File: src/rtl/button_event_classifier.sv
// Turns a debounced button level into short / long / double-click event pulses,
// plus a held level for long presses and a busy flag. All outputs are registered.
module button_event_classifier #(
  parameter int LONG_COUNT = 12500000,
  parameter int GAP_COUNT  = 6250000
) (
  input  logic CLK,
  input  logic i_RST,
  input  logic i_BUT,
  output logic o_SHORT,
  output logic o_LONG,
  output logic o_DOUBLE,
  output logic o_HELD,
  output logic o_BUSY
);

  localparam int MAX_COUNT = (LONG_COUNT > GAP_COUNT) ? LONG_COUNT : GAP_COUNT;
  localparam int TW        = $clog2(MAX_COUNT) + 1;

  localparam logic [TW-1:0] LONG_LAST = TW'(LONG_COUNT - 1);
  localparam logic [TW-1:0] GAP_LAST  = TW'(GAP_COUNT - 1);

  typedef enum logic [2:0] {
    IDLE     = 3'd0,
    PRESS1   = 3'd1,
    LONG     = 3'd2,
    WAIT_GAP = 3'd3,
    PRESS2   = 3'd4
  } state_t;

  state_t          r_state;
  state_t          w_state_nxt;
  logic [TW-1:0]   r_timer;
  logic [TW-1:0]   w_timer_nxt;
  logic            r_prev;
  logic            w_rise;

  logic            w_short;
  logic            w_long;
  logic            w_double;
  logic            w_held;
  logic            w_busy;

  logic            r_short;
  logic            r_long;
  logic            r_double;
  logic            r_held;
  logic            r_busy;

  assign w_rise = i_BUT & ~r_prev;

  // State, timer, edge-detect history and registered outputs
  always_ff @(posedge CLK) begin
    if (i_RST) begin
      r_state  <= IDLE;
      r_timer  <= '0;
      r_prev   <= i_BUT;
      r_short  <= 1'b0;
      r_long   <= 1'b0;
      r_double <= 1'b0;
      r_held   <= 1'b0;
      r_busy   <= 1'b0;
    end else begin
      r_state  <= w_state_nxt;
      r_timer  <= w_timer_nxt;
      r_prev   <= i_BUT;
      r_short  <= w_short;
      r_long   <= w_long;
      r_double <= w_double;
      r_held   <= w_held;
      r_busy   <= w_busy;
    end
  end

  // Timer only runs in PRESS1 and WAIT_GAP; both leave at their limit, so it cannot wrap
  always_comb begin
    w_state_nxt = r_state;
    w_timer_nxt = '0;
    w_short     = 1'b0;
    w_long      = 1'b0;
    w_double    = 1'b0;

    case (r_state)
      IDLE: begin
        if (w_rise) begin
          w_state_nxt = PRESS1;
        end
      end

      PRESS1: begin
        if (!i_BUT) begin
          w_state_nxt = WAIT_GAP;
        end else if (r_timer == LONG_LAST) begin
          w_state_nxt = LONG;
          w_long      = 1'b1;
        end else begin
          w_timer_nxt = r_timer + 1'b1;
        end
      end

      LONG: begin
        if (!i_BUT) begin
          w_state_nxt = IDLE;
        end
      end

      WAIT_GAP: begin
        // A new press beats the timeout when both land on the same edge
        if (i_BUT) begin
          w_state_nxt = PRESS2;
        end else if (r_timer == GAP_LAST) begin
          w_state_nxt = IDLE;
          w_short     = 1'b1;
        end else begin
          w_timer_nxt = r_timer + 1'b1;
        end
      end

      PRESS2: begin
        if (!i_BUT) begin
          w_state_nxt = IDLE;
          w_double    = 1'b1;
        end
      end

      default: begin
        w_state_nxt = IDLE;
      end
    endcase

    w_held = (w_state_nxt == LONG);
    w_busy = (w_state_nxt != IDLE);
  end

  assign o_SHORT  = r_short;
  assign o_LONG   = r_long;
  assign o_DOUBLE = r_double;
  assign o_HELD   = r_held;
  assign o_BUSY   = r_busy;

endmodule

File: config.mk
export PLATFORM = sky130hd
export DESIGN_NAME = button_event_classifier
export DESIGN_NICKNAME = d
export VERILOG_FILES = /design/src/rtl/button_event_classifier.sv
export SDC_FILE = /design/constraint.sdc
export NUM_CORES = 1
export LEC_CHECK = 0
export CAP_MARGIN = 20
export CELL_PAD_IN_SITES_DETAIL_PLACEMENT = 0
export CELL_PAD_IN_SITES_GLOBAL_PLACEMENT = 2
export CORE_UTILIZATION = 36
export CTS_CLUSTER_DIAMETER = 200
export CTS_CLUSTER_SIZE = 40
export DETAILED_ROUTE_END_ITERATION = 16
export PLACE_DENSITY_LB_ADDON = 0.3
export SKIP_CTS_REPAIR_TIMING = 1
export SYNTH_ARGS = -nofsm -noshare
export SYNTH_HDL_FRONTEND = slang
export SYNTH_SLANG_ARGS = --single-unit
export TNS_END_PERCENT = 10
File: constraint.sdc
create_clock -name CLK -period 2.6 [get_ports CLK]
set_input_delay 0.26 -clock CLK [delete_from_list [all_inputs] [get_ports CLK]]
set_output_delay 0.26 -clock CLK [all_outputs]
set_load 0.01 [all_outputs]
==> results of run 1 <==
## kinds of logic (layout without fill, tap and decap cells)
| logic type | count (synthesis) | after routing | share of synthesized area [%] |
|---|---|---|---|
| buf+inv | 11 | 23 | 2.986 |
| simple gates | 101 | 101 | 35.38 |
| fa+ha+maj | 1 | 1 | 0.7656 |
| xor+xnor | 23 | 23 | 12.33 |
| flops | 34 | 34 | 41.65 |
| compound gates | 14 | 14 | 6.892 |
## cell usage after synthesis, types with 3 or more instances
master	n
o21ai_0	3
and3_1	4
xor2_1	19
nand2_1	10
nor2b_1	3
nor3_1	6
xnor2_1	4
inv_1	7
dfxtp_1	34
nand4bb_1	4
nand3_1	13
nand4_1	12
nor2_1	33
## final cells by class
type	count	area [µm²]	share of cell area, %
multi-input combinational	139	904.6	49.02
sequential	34	680.7	36.88
clock buffer	7	86.33	4.678
timing repair buffer	8	77.57	4.203
tap	52	65.06	3.525
inverter	7	26.28	1.424
clock inverter	1	5.005	0.2712
## worst max-delay path by stage
stage / slack [ns] / cells after the start / endpoint
after floorplan: 0.62 / 6 / o_BUSY
after global placement: 0.40 / 6 / r_timer[18]
after detailed placement: 0.29 / 6 / r_timer[16]
after CTS: 0.27 / 6 / r_timer[23]
after global routing: 0.06 / 6 / r_timer[13]
final: 0.27 / 6 / r_timer[17]
## power by group through the flow
stage                     logic, mW  clock network [mW]  registers [mW]
final                        0.0386               0.402           0.531
after global routing         0.0423               0.448           0.531
after CTS                    0.0386               0.427           0.531
after detailed placement     0.0384                   0           0.543
after global placement       0.0378                   0           0.543
after floorplan              0.0257                   0           0.543
## critical path, stage by stage, from the launching register on
cell and delay [ns]:
dfxtp_1 0.42, ha_1 0.29, or4b_4 0.51, nor4_4 0.24, a311o_1 0.22, a21o_2 0.43
nor2_1 0.10
## layout by cell type (no fill, tap or decap), types with 2 or more instances in the layout
cell type and instances:
o21ai_0 3, xor2_1 19, and4_1 2, nand4bb_1 4, nand4_1 12, xnor2_1 4, clkbuf_8 6, nand3_1 13
nand2_1 10, inv_1 7, dfxtp_1 34, clkdlybuf4s50_1 7, and3_1 4, nor4b_1 2, nor3_1 6, nor2b_1 3
nor4_1 2, a21oi_1 2, nor2_1 33
## metal layers
layer / routed length, µm / vias up / GRT usage [%]
met5: 0 / - / 0
met1: 1690 / 615 / 19.38
met3: 129 / 10 / 5.233
li1: - / 666 / -
met2: 1576 / 27 / 24.81
met4: 96 / 0 / 8.844
## registers in the layout (all words and copies together) (netlist names)
| register | count |
|---|---|
| o_DOUBLE | 1 |
| o_SHORT | 1 |
| r_timer | 25 |
| r_prev | 1 |
| r_state | 3 |
| o_LONG | 1 |
| o_HELD | 1 |
| o_BUSY | 1 |
==> results.md, run 1 <==
- R2r startpoint: r_timer[0]
- # port buffers: 7
- Crit. Startpoint: r_timer[0]
- Placed Area: 1754 µm²
- Clk pwr share: 41.4%
- R2R Path End: r_timer[17]
- Crit Path Category: reg2reg
- Leak Pwr: 0.5893 nW
- Diodes inserted: 0
- Hold Vio Cnt, Final: 0
- Crit path launch type: flip-flop
- Antenna violations before repair: 0
- Int Pwr: 0.7563 mW
- NetSw: 0.2158 mW
- Worst EP arrival: 2.49 ns
- Clock Pin Slew Worst Setup and Hold Paths: 0.07 ns
- Finished Core Util: 42.39%
- Post-route ant nets: 0
- Final non-filler cell total: 248
- Die Span Y: 69.37 µm
- Synth top area cells: dfxtp_1 (42%), xor2_1 (10%), nor2_1 (7.6%)
- Final Cycle Share: 89.43%
- Fin Setup TNS: 0 ns
- Switching share of power: 22.20%
- Grt ovf: 0
- Measured slew at the worst slew-check pin: 0.5873 ns
- Seq pwr share: 54.7%
- Hold_ws: 0.5184 ns
- Initial core utilization: 37.53%
- Fill count: 445
- Worst Path Required: 2.76 ns
- Total power: 0.9721 mW
- Hold Crit Class: reg2reg
- GR Util All Layers: 15.96%
- WL/cell: 14.08 µm
- Htree depth: 2
- Initial DRT Pass Iterations: 5
- Share of post-route cells with drive strength above 1: 8.163%
- Die X: 69.37 µm
- CTS root buf: clkbuf_8
- Final Max Tran Viols: 0
- Ports: 8
- DP Cell Count: 240
- Initial drt markers: 40
- Total Wirelength: 3493 µm
- Hold Path Cell Cnt: 1
- Sequential fraction of the synthesis area: 41.65%
- Hold worst-path end: r_timer[0]
- Final HPWL DP: 2421 µm
- Clk_skew: 0.003220 ns
- Post-synth top area cell: dfxtp_1
- Post-Syn Instances: 184
- Hold Startpoint: r_timer[0]
- Clock Sinks: 34
- PD cells: 526.7 nW/µm²
- Synthesis warning total: 0
- Synth Flop Type: dfxtp_1
- Via count: 1,318
- Pre-CTS setup slack: 0.2870 ns
- Number of global-route vias before repair: 1,293
- CORE AREA: 4354 µm²
- Post-synth top area share: 41.65%
- Status: finished clean
- Row cnt: 24
- Syn-to-layout area delta: 12.94%
- Layout Nets: 199
- Async set-or-reset flop fraction in the synthesized netlist: 0%
- Synthesis-stage register bit count: 34
- F_max: 0.4301 GHz
- CTS tree: built
- Max cap viols: 0
- Global-route wire length before repair: 6037 µm
- RD Place Congestion: 0.8446
- Endpoints failing setup: 0
- CTS max path bufs: 2
- Inserted Clock Buffers: 5
- FF-to-FF path depth: 6
- Post-Synthesis Net Count: 188
- Relative slew margins: 60.52%
- Design area: 1846 µm²
- # DRC: 0
- RSZ-0062 raised after global routing: no
- Max FO, Critical Path: 25
- Largest net degree at the start of global routing: 26
- Die ar.: 4812 µm²
- Synth cell types: 39
- Mapped Area: 1634 µm²
- FF-to-FF setup slack: 0.27 ns
- Worst vdd ir: 271.9 µV
- Avg Inst Size Synth: 8.881 µm²
- EDFF count, synth: 0
- Worst skew pair latency: 0.29 ns
- Critical path endpoint category: flip-flop
- Vias per std cell: 5.315
- Setup ws final: 0.2749 ns
- Post-layout min period: 2.325 ns
- Comb pwr share: 4.0%
Note: power is estimated with default switching activity, not from simulation.
==> run 2, diff against run 1 <==
- CORE_MARGIN: unset -> 2
==> run 2 against run 1 <==
Against the previous run: sequential power about the same; highest routed layer unchanged; cell count unchanged; setup slack better by 0.013 ns; combinational power about the same; core utilization unchanged; critical endpoint is now r_timer[4]; wire length down 0.40%; flip-flop and latch count unchanged; register-to-register slack about the same; die area up 5.8%; non-clock buffer count unchanged; global-route usage down 0.56 points.
==> results.md, run 2 (synthesized netlist as in run 1, its figures left out) <==
- Final non-filler cell total: 248 (unchanged)
- Max incr delay on CP: 0.51 ns (about the same)
- F_max: 0.4325 GHz (+0.56%)
- NetSw: 0.2118 mW (-1.8%)
- # DRC: 0 (unchanged)
- CTS max path bufs: 2 (unchanged)
- Slowest stage cell, crit path: or4b_4
- Worst EP arrival: 2.46 ns (-0.03 ns)
- Via count: 1,338 (+1.5%)
- Critical path endpoint category: flip-flop
- Commonest non-fill, non-tap cell in the layout: dfxtp_1
- Hold Crit Class: reg2reg
- Largest net degree at the start of global routing: 26 (unchanged)
- # port buffers: 7 (unchanged)
- Clock Pin Slew Worst Setup and Hold Paths: 0.07 ns (about the same)
- RSZ-0062 raised after global routing: no
- CTS root buf: clkbuf_8
- Final Max Tran Viols: 0 (unchanged)
- Fill count: 425 (-4.5%)
- Share of post-route cells with drive strength above 1: 8.163% (unchanged)
- Worst skew pair latency: 0.28 ns (about the same)
- Largest register by flop count: r_timer
- CTS tree: built
- Max cap viols: 0 (unchanged)
- Total Wirelength: 3479 µm (-0.40%)
- Number of global-route vias before repair: 1,311 (+1.4%)
- Worst vdd ir: 217.2 µV (-20%)
- Initial drt markers: 64 (+60%)
- Grt ovf: 0 (unchanged)
- Cell Chain, Critical Path: ha_1 > or4b_4 > nor4_4 > a311o_1 > a21o_2 > nor2_1
- Final HPWL DP: 2486 µm (+2.7%)
- Top Registers: r_timer x25, r_state x3
- Antenna violations before repair: 0 (unchanged)
- Initial core utilization: 37.53% (unchanged)
- Post-layout min period: 2.312 ns (-0.01292 ns)
- PD cells: 524.6 nW/µm² (-0.40%)
- Die X: 71.37 µm (+2.9%)
- Status: finished clean
- Crit Path Category: reg2reg
- Endpoints failing setup: 0 (unchanged)
- Inserted Clock Buffers: 5 (unchanged)
- WL/cell: 14.03 µm (-0.40%)
- CORE AREA: 4354 µm² (unchanged)
- Clk_skew: 0.006232 ns (+0.003011 ns)
- Global-route wire length before repair: 6189 µm (+2.5%)
- Switching share of power: 21.88% (-0.32 points)
- Commonest non-fill, non-tap cells in the layout: dfxtp_1 (34), nor2_1 (33), xor2_1 (19), nand3_1 (13), nand4_1 (12)
- Syn-to-layout area delta: 12.94% (unchanged)
- Post-route ant nets: 0 (unchanged)
- Clock Sinks: 34 (unchanged)
- FF-to-FF path depth: 6 (unchanged)
- Initial DRT Pass Iterations: 4 (-1)
- Worst Path Required: 2.75 ns (about the same)
- Total power: 0.9682 mW (-0.40%)
- GR peak layer: met2
- Die Span Y: 71.37 µm (+2.9%)
- Leak Pwr: 0.5893 nW (unchanged)
- Hold_ws: 0.5266 ns (+0.008206 ns)
- Row cnt: 24 (unchanged)
- Max FO, Critical Path: 25 (unchanged)
- Crit path launch type: flip-flop
- Die ar.: 5094 µm² (+5.8%)
- Comb pwr share: 4.0% (about the same)
- RD Place Congestion: 0.8077 (-4.4%)
- Htree depth: 2 (unchanged)
- M3 GR Usage: 3.938% (-1.3 points)
- Layout Nets: 199 (unchanged)
- Max reg flops: 25 (unchanged)
- Vias per std cell: 5.395 (+1.5%)
- Clk pwr share: 41.2% (-0.2 points)
- Hold Path Cell Cnt: 1 (unchanged)
- Met1 Track Usage GR: 19.37% (about the same)
- Fin Setup TNS: 0 ns (unchanged)
- Final Cycle Share: 88.93% (-0.50 points)
- GR Util All Layers: 15.41% (-0.56 points)
- Grt met2 use: 25.10% (+0.29 points)
- Relative slew margins: 61.26% (+0.74 points)
- Hold Vio Cnt, Final: 0 (unchanged)
- Int Pwr: 0.7563 mW (about the same)
- Ports: 8 (unchanged)
- Seq pwr share: 54.9% (+0.2 points)
- DP Cell Count: 240 (unchanged)
- Diodes inserted: 0 (unchanged)
- Measured slew at the worst slew-check pin: 0.5766 ns (-0.01065 ns)
[run 2: cell counts in the layout (fill, tap and decap cells not counted)]
Identical to the previous run, type by type.
[run 2: stage by stage]
| step | util, % | instance area [µm²] | setup slack [ns] |
|---|---|---|---|
| final | 42.39 | 1846 | 0.2878 |
| after global routing | 42.39 | 1846 | 0.1299 |
| after CTS | 42.39 | 1846 | 0.2914 |
| after detailed placement | 40.29 | 1754 | 0.2989 |
| after global placement | 40.29 | 1754 | 0.4008 |
| after floorplan | - | 1634 | 0.6153 |
[run 2: worst max-delay path, delay by kind of cell, from the launching register on]
family | cells | cell delay, ns
and+or+nand+nor | 3 | 0.83
adders and majority gates | 1 | 0.29
AOI/OAI and AO/OA | 2 | 0.64
DFF | 1 | 0.42
[run 2: layer usage]
layer	vias up	wire (µm)
met3	6	122
met1	634	1616
met4	0	60
li1	670	-
met5	-	0
met2	28	1679
[run 2: worst paths after layout]
kind                            slack, ns    endpoint  startpoint
worst max-delay path                 0.29  r_timer[4]  r_timer[0]
worst min register to register       0.53  r_timer[0]  r_timer[0]
worst min-delay path                 0.53  r_timer[0]  r_timer[0]
worst max register to register       0.29  r_timer[4]  r_timer[0]
[run 2: power groups by stage]
stage / Clock (mW) / Combinational [mW] / Sequential [mW]
after floorplan: 0 / 0.0257 / 0.543
after global placement: 0 / 0.0379 / 0.543
after detailed placement: 0 / 0.0383 / 0.543
after CTS: 0.418 / 0.0386 / 0.531
after global routing: 0.438 / 0.0431 / 0.531
final: 0.398 / 0.0385 / 0.531
[run 2: final cells by class]
class	instances	area [µm²]	share of cell area, %
Inverter	7	26.28	1.424
Timing Repair Buffer	8	77.57	4.203
Clock buffer	7	86.33	4.678
Tap cell	52	65.06	3.525
Sequential cell	34	680.7	36.88
Clock inverter	1	5.005	0.2712
Multi-Input combinational cell	139	904.6	49.02
==> run 3, diff against run 2 <==
- SKIP_LAST_GASP: unset -> 1
==> results of run 3 <==
Same layout as run 2: the final DEF is identical, and so are final timing and power.
